**config.mk**
```make
export PLATFORM = sky130hd
export DESIGN_NAME = ppu_oam_scanner
export DESIGN_NICKNAME = d
export VERILOG_FILES = /design/src/rtl/ppu_oam_scanner.sv
export SDC_FILE = /design/constraint.sdc
export NUM_CORES = 1
export LEC_CHECK = 0
export CAP_MARGIN = 20
export CORE_AREA = 2 2 213 215
export DETAILED_ROUTE_END_ITERATION = 10
export DIE_AREA = 0 0 215 217
export GPL_ROUTABILITY_DRIVEN = 0
export PLACE_DENSITY = 0.78
export SLEW_MARGIN = 30
export SYNTH_ARGS = -nofsm -noshare
export SYNTH_HDL_FRONTEND = slang
export SYNTH_SLANG_ARGS = --single-unit
export TNS_END_PERCENT = 100
```
**constraint.sdc**
```tcl
create_clock -name clk -period 5.85 [get_ports clk]
set_input_delay 1.4625 -clock clk [delete_from_list [all_inputs] [get_ports clk]]
set_output_delay 1.4625 -clock clk [all_outputs]
set_load 0.005 [all_outputs]
```
**src/rtl/ppu_oam_scanner.sv**
```systemverilog
// OAM search engine: walks every OAM entry through a 1-cycle-latency byte port
// and buffers up to MAX_SPRITES entries whose vertical span covers the latched scanline.
module ppu_oam_scanner #(
    parameter int          NUM_ENTRIES = 40,
    parameter int          MAX_SPRITES = 10,
    parameter logic [15:0] OAM_BASE    = 16'hFE00,
    parameter int          IW          = $clog2(MAX_SPRITES),
    parameter int          CW          = $clog2(MAX_SPRITES + 1)
) (
    input  logic          clk,
    input  logic          rst,
    input  logic          start,
    input  logic [7:0]    ly,
    input  logic          tall,
    output logic          oam_rd,
    output logic [15:0]   oam_addr,
    input  logic [7:0]    oam_data,
    output logic          busy,
    output logic          done,
    output logic [CW-1:0] sp_count,
    output logic          sp_overflow,
    input  logic [IW-1:0] q_idx,
    output logic [7:0]    q_y,
    output logic [7:0]    q_x,
    output logic [7:0]    q_tile,
    output logic [7:0]    q_attr
);
    localparam int EW = $clog2(NUM_ENTRIES);

    typedef enum logic [2:0] {IDLE, Y_REQ, Y_CHK, X_CAP, T_CAP, A_CAP, FIN} state_t;

    state_t        state;
    logic [EW-1:0] idx;
    logic [7:0]    ly_l;
    logic          tall_l;
    logic [15:0]   addr_hold;
    logic [7:0]    buf_y    [MAX_SPRITES];
    logic [7:0]    buf_x    [MAX_SPRITES];
    logic [7:0]    buf_tile [MAX_SPRITES];
    logic [7:0]    buf_attr [MAX_SPRITES];

    logic          last;
    logic          full;
    logic          match;
    logic [8:0]    line9;
    logic [8:0]    y9;
    logic [8:0]    h9;
    logic [15:0]   entry_base;
    logic [15:0]   next_base;
    logic [IW-1:0] wr_idx;
    logic          rd_hit;

    always_comb begin
        last       = (idx == EW'(NUM_ENTRIES - 1));
        full       = (sp_count == CW'(MAX_SPRITES));
        // 9-bit compare so Y near 255 plus height cannot wrap into a false match
        line9      = {1'b0, ly_l} + 9'd16;
        y9         = {1'b0, oam_data};
        h9         = tall_l ? 9'd16 : 9'd8;
        match      = (line9 >= y9) && (line9 < y9 + h9);
        entry_base = OAM_BASE + 16'({idx, 2'b00});
        next_base  = entry_base + 16'd4;
        wr_idx     = sp_count[IW-1:0];
    end

    // Address is data dependent in Y_CHK, so the read port is decoded combinationally.
    always_comb begin
        oam_rd   = 1'b0;
        oam_addr = addr_hold;
        case (state)
            Y_REQ: begin
                oam_rd   = 1'b1;
                oam_addr = entry_base;
            end
            Y_CHK: begin
                if (match && !full) begin
                    oam_rd   = 1'b1;
                    oam_addr = entry_base + 16'd1;
                end else if (!last) begin
                    oam_rd   = 1'b1;
                    oam_addr = next_base;
                end
            end
            X_CAP: begin
                oam_rd   = 1'b1;
                oam_addr = entry_base + 16'd2;
            end
            T_CAP: begin
                oam_rd   = 1'b1;
                oam_addr = entry_base + 16'd3;
            end
            A_CAP: begin
                if (!last) begin
                    oam_rd   = 1'b1;
                    oam_addr = next_base;
                end
            end
            default: ;
        endcase
    end

    always_ff @(posedge clk) begin
        if (rst) begin
            state       <= IDLE;
            busy        <= 1'b0;
            done        <= 1'b0;
            idx         <= '0;
            ly_l        <= '0;
            tall_l      <= 1'b0;
            sp_count    <= '0;
            sp_overflow <= 1'b0;
            addr_hold   <= OAM_BASE;
            for (int k = 0; k < MAX_SPRITES; k++) begin
                buf_y[k]    <= '0;
                buf_x[k]    <= '0;
                buf_tile[k] <= '0;
                buf_attr[k] <= '0;
            end
        end else begin
            addr_hold <= oam_addr;
            done      <= 1'b0;
            case (state)
                IDLE: begin
                    if (start) begin
                        ly_l        <= ly;
                        tall_l      <= tall;
                        sp_count    <= '0;
                        sp_overflow <= 1'b0;
                        idx         <= '0;
                        busy        <= 1'b1;
                        state       <= Y_REQ;
                    end
                end
                Y_REQ: state <= Y_CHK;
                Y_CHK: begin
                    if (match && !full) begin
                        buf_y[wr_idx] <= oam_data;
                        state         <= X_CAP;
                    end else begin
                        if (match) sp_overflow <= 1'b1;
                        if (!last) begin
                            idx <= idx + EW'(1);
                        end else begin
                            done  <= 1'b1;
                            state <= FIN;
                        end
                    end
                end
                X_CAP: begin
                    buf_x[wr_idx] <= oam_data;
                    state         <= T_CAP;
                end
                T_CAP: begin
                    buf_tile[wr_idx] <= tall_l ? (oam_data & 8'hFE) : oam_data;
                    state            <= A_CAP;
                end
                A_CAP: begin
                    buf_attr[wr_idx] <= oam_data;
                    sp_count         <= sp_count + CW'(1);
                    if (!last) begin
                        idx   <= idx + EW'(1);
                        state <= Y_CHK;
                    end else begin
                        done  <= 1'b1;
                        state <= FIN;
                    end
                end
                FIN: begin
                    busy  <= 1'b0;
                    state <= IDLE;
                end
                default: state <= IDLE;
            endcase
        end
    end

    // Stale entries from earlier lines stay in the buffer but are masked by sp_count.
    always_comb begin
        rd_hit = (CW'(q_idx) < sp_count);
        q_y    = rd_hit ? buf_y[q_idx]    : 8'h00;
        q_x    = rd_hit ? buf_x[q_idx]    : 8'h00;
        q_tile = rd_hit ? buf_tile[q_idx] : 8'h00;
        q_attr = rd_hit ? buf_attr[q_idx] : 8'h00;
    end
endmodule

```
Yosys cells after proc, flatten, opt, wreduce, memory -nomap -nowiden

Memory sizes are Yosys's and may differ from the RTL's.
Cells that the tools add are included.

Flip-flop bits (word level): 41
Bits in latches: 0
Bits in writable memories: 320
Bits in read-only memories: 0
Bits of input ports: 24
Output and inout port bits: 56
Logic and storage cells: 115
Memories kept: 4

Memory list:

| name     | depth | bits a word | read ports | clocked after memory_dff | write ports | RTL line | RTL |
|---|---|---|---|---|---|---|---|
| buf_attr | 10    | 8           | 1          | 0                        | 10          | 40       | `logic [7:0] buf_attr [MAX_SPRITES];` |
| buf_tile | 10    | 8           | 1          | 0                        | 10          | 39       | `logic [7:0] buf_tile [MAX_SPRITES];` |
| buf_x    | 10    | 8           | 1          | 0                        | 10          | 38       | `logic [7:0] buf_x [MAX_SPRITES];` |
| buf_y    | 10    | 8           | 1          | 0                        | 10          | 37       | `logic [7:0] buf_y [MAX_SPRITES];` |

Add/sub/neg operators: 9
Multipliers: 0
Div/mod/pow operators: 0
$lt $le $gt $ge: 3
Eq/ne operators: 12
Shifts and indexed selects: 0
Mux-type cells: 59
Bitwise gates (word level): 0
Reduce and logical (&&, ||, !) cells: 19

Operators with widths:

| operator                                                              | number |
|---|---|
| 16-bit case mux with 5 select lines                                   | 1 |
| 8-bit 2-to-1 mux                                                      | 8 |
| 16-bit 2-to-1 mux                                                     | 2 |
| 8-bit OR reduction                                                    | 4 |
| 1-bit 2-to-1 mux                                                      | 28 |
| 11-bit by 3-bit adder with 12-bit output, second input constant       | 2 |
| 4-bit 2-to-1 mux                                                      | 5 |
| 6-bit 2-to-1 mux                                                      | 3 |
| 3-bit case mux with 6 select lines                                    | 1 |
| 6-bit case mux with 3 select lines                                    | 1 |
| 11-bit by 2-bit adder with 12-bit output, second input constant       | 1 |
| 11-bit by 4-bit adder with 12-bit output, second input constant       | 1 |
| 3-bit 2-to-1 mux                                                      | 4 |
| 10-bit by 9-bit adder with 11-bit output, first input constant        | 1 |
| 8-bit by 5-bit adder with 9-bit output                                | 1 |
| 8-bit by 5-bit adder with 9-bit output, second input constant         | 1 |
| 3-bit equality test, second input constant                            | 3 |
| 9-bit by 8-bit >= comparator with 1-bit output                        | 1 |
| 9-bit < comparator                                                    | 1 |
| 4-bit case mux with 2 select lines                                    | 1 |
| 2-bit AND reduction                                                   | 4 |
| 6-bit by 1-bit adder with 6-bit output, second input constant         | 1 |
| 3-bit by 2-bit equality test with 1-bit output, second input constant | 2 |
| 6-bit equality test, second input constant                            | 1 |
| other kinds (17)                                                      | 24 |

Longest topological paths before layout

Word-level depth: 11
Gate-level depth with buffers: 14
Gate-level depth less buffers: 14

Worst setup path before layout

OpenSTA, ideal clock, no wires.

Kind: input-to-output
Start: input oam_data[4]
End: output oam_addr[3]
Data arrival time: 4.293 ns
Required time: 4.388 ns
Slack: 0.094 ns
Stages: 12
Path buffers: 1
Cells stage by stage: clkbuf_1 inv_1 fa_1 nor3_1 xnor2_1 ha_1 nand2_1 o21ai_0 a211o_2 o311ai_0 and2_1 a221o_1

Cells in the longest elaborated chain, start to end: 6
Elaborated cells on any way between the ends: 7
Classes of those cells: add/sub: 1; order compare: 2; mux: 2; reduce/logical: 2

Ends and longest elaborated chain:

| element                                | RTL line | RTL |
|---|---|---|
| start, declared                        | 17       | `input logic [7:0] oam_data,` |
| 8-bit by 5-bit adder with 9-bit output | 60       | `match = (line9 >= y9) && (line9 < y9 + h9);` |
| 9-bit < comparator                     | 60       |  |
| 1-bit logical AND *                    | 60       |  |
| 1-bit logical AND *                    | 76       | `if (match && !full) begin` |
| 16-bit 2-to-1 mux *                    | 76       |  |
| 16-bit case mux with 5 select lines *  | 70       | `case (state)` |
| end, declared                          | 16       | `output logic [15:0] oam_addr,` |

Mark *: on every way between the ends. The rest lies on a longest branch, timed or not.

Worst setup path after layout

Start: input oam_data[2]
End: output oam_addr[2]

Same word-level chain as after synthesis.

==> reports/qor.txt <==
Most common cell after layout, fill and taps aside -> edfxtp_1
Setup CP Type -> in2out
Max-cap viol count -> 0
Pwr/cell area -> 303 nW/um^2
Leakage -> 9.49 nW
Root buf cell -> clkbuf_16
Sink Count -> 553
DR vias -> 14900
Final setup vio count -> 0
Tcrit/Tclk final -> 97.8%
Area of the multi-input gates -> 7470 um^2
Maximum fanout along the worst path -> 4
Worst slack, placed -> -0.738 ns
CTS tree -> done
Dpl cells -> 2273
Register area share after synthesis -> 67.2%
Hold Vio Cnt, Final -> 0
Clock Skew -> 0.0184 ns
Residual DRC -> 0
Layout cells sized above 1 -> 23.6%
Total wire length -> 61.1 mm
Fmax -> 175 MHz
Status -> finished, final reports clean
Mapped Area -> 24100 um^2
Slew headroom -> 33.9%
Yosys reg bits -> 553
Setup slack after layout -> 0.127 ns
Drt wl/cell -> 25.7 um
Initial antenna violation count -> 2
Worst path required time -> 4.39 ns
Synthesized net count -> 1643
Row count -> 78
Max VDD drop -> 0.245 mV
Hpwl dp -> 39.1 mm
Antenna cell count -> 0
Starting density of the core -> 53.9%
Worst EP arrival -> 4.26 ns
Clock buffer depth -> 3
Port Buf Inserts -> 79
Worst-margin pin slew -> 0.988 ns
Asr flop ratio synth -> 0%
Die Y -> 217 um
H-tree Lvls -> 2
Distinct cells, synth -> 62
Area growth from synthesis to layout -> 16.0%
Total CTS buffers -> 52
Min Tclk post-route -> 5.72 ns
Syn avg cell area -> 15.1 um^2
Vias in the first global route -> 14800
Commonest non-fill, non-tap cells in the layout -> 512 x edfxtp_1, 304 x nor2_1, 160 x mux4_2, 102 x buf_4, 82 x nand2_1
Final Non-Filler Cells -> 2377
Clock-pin transition on the worst setup and hold timing paths -> 0.06 ns
Ys flop type -> edfxtp_1
Vias per cell -> 6.27
Register area -> 16200 um^2
ANT nets after route -> 0
Largest net degree at the start of global routing -> 76
Core ar. -> 44700 um^2
Gr ovfl total -> 0
CP startpoint kind -> input pin
First-pass iteration count of the detailed router -> 6
Final nets -> 1785
First-iteration detailed-routing DRC count -> 2056
Io pins -> 80
RSZ-0062 raised after global routing -> false
Synth Warn # -> 0
Fillers -> 3155
CP endpoint kind -> output port
Syn Inst Count -> 1595
Hold-fix buffers, CTS -> 0
DIE AREA -> 46700 um^2
Total GRT Usage -> 26.5%
Number of enable flip-flop cells after synthesis -> 512
Worst min path class -> reg2reg
Die width -> 215 um
First-pass GRT wire length -> 92.0 mm
Pins Over Slew Limit -> 0
Worst-Skew Late Latency -> 0.58 ns
## final cells by class
type                    count  area share [%]
inverters                  57           0.765
flip-flops and latches    553            57.9
clock buffers              66            4.99
clock inverters            28            1.03
multi-input cells         881            26.7
repair buffers            192            5.95
well taps                 600            2.68
## state kept, by name, indices dropped and copies added (netlist names)
name         flops
done             1
addr_hold       16
buf_y          128
busy             1
buf_x          128
tall_l           1
sp_overflow      1
sp_count         4
idx              6
buf_attr       128
state            3
ly_l             8
buf_tile       128
## stage by stage
| stage | TNS (ns) | instance area [um^2] | power, mW | util (%) | hold slack, ns |
|---|---|---|---|---|---|
| after detailed placement | -9.68 | 26100 | 5.14 | 58.5 | 0.420 |
| final | 0 | 28000 | 8.47 | 62.6 | 0.453 |
| after floorplan | 0 | 24100 | 4.86 | - | 0.406 |
| after CTS | -0.0697 | 27900 | 8.47 | 62.5 | 0.453 |
| after global routing | 0 | 28000 | 8.67 | 62.6 | 0.468 |
| after global placement | -8.54 | 26100 | 5.12 | 58.4 | 0.431 |
## cell families (layout without fill, tap and decap cells)
| family | Yosys count | after routing | synth area share, % |
|---|---|---|---|
| muxes | 162 | 162 | 15.0 |
| and+or+nand+nor | 558 | 558 | 10.2 |
| adders and majority gates | 24 | 24 | 1.28 |
| xor gates and xnor gates | 7 | 7 | 0.254 |
| DFF | 553 | 553 | 67.2 |
| buffers and inverters | 161 | 343 | 2.53 |
| AOI/OAI and AO/OA | 130 | 130 | 3.49 |
## final timing paths
path                               startpoint  slack [ns]       endpoint  depth (start not counted)
worst min-delay path            addr_hold[10]        0.45  addr_hold[10]                          1
worst min register to register  addr_hold[10]        0.45  addr_hold[10]                          1
worst max register to register         tall_l        1.81    buf_y[8][7]                         17
worst max-delay path              oam_data[2]        0.13    oam_addr[2]                         13
## layer usage
metal	vias up	routed length, um	track usage (%)
met5	-	11	0
li1	6312	-	-
met1	7438	22600	35.5
met3	164	6830	6.42
met2	986	29600	43.2
met4	2	2120	9.22
## worst max-delay path, cell delays in order
cell	delay, ns
clkdlybuf4s50_1	0.62
inv_1	0.18
ha_1	0.34
o211ai_1	0.08
nor2_1	0.15
a21oi_2	0.12
a211o_2	0.37
o311ai_2	0.23
buf_4	0.16
buf_4	0.11
nand3_1	0.10
nand2_1	0.10
dlygate4sd2_1	0.23
## cell usage after synthesis, types with 3 or more instances
cell / number / area share [%]
dfxtp_1: 41 / 3.4
o21ai_0: 48 / 1.0
clkinv_1: 4 / 0.062
edfxtp_1: 512 / 64
buf_2: 5 / 0.10
a221o_1: 3 / 0.12
nand2b_1: 9 / 0.23
nor4_1: 4 / 0.10
o211ai_1: 3 / 0.093
and2_1: 10 / 0.26
nor2b_1: 35 / 0.91
nand2_1: 84 / 1.3
or3_1: 9 / 0.23
nand2_4: 8 / 0.37
xnor2_1: 5 / 0.18
nand3_1: 28 / 0.58
clkbuf_1: 85 / 1.3
a21oi_1: 30 / 0.62
a211oi_1: 4 / 0.12
a31oi_1: 3 / 0.078
o22ai_1: 3 / 0.078
a21o_1: 4 / 0.12
ha_1: 23 / 1.2
buf_1: 14 / 0.22
and3_1: 7 / 0.18
a32oi_1: 3 / 0.11
inv_1: 52 / 0.81
nand4_1: 4 / 0.10
nor2_1: 318 / 5.0
mux4_2: 160 / 15
nor3_1: 36 / 0.75
## power breakdown
group	leakage (nW)	internal [mW]	switching (mW)
clock network	0.827	1.95	1.43
registers	5.25	4.38	0.0421
logic	3.41	0.327	0.354
total	9.49	6.65	1.82
## repair_timing
item                       4_1_cts  5_1_grt
setup buffers                    9        1
resized for setup               51       39
pin swaps                       16       15
setup endpoints to repair       17       17
Power figures use the tool's default switching activity.
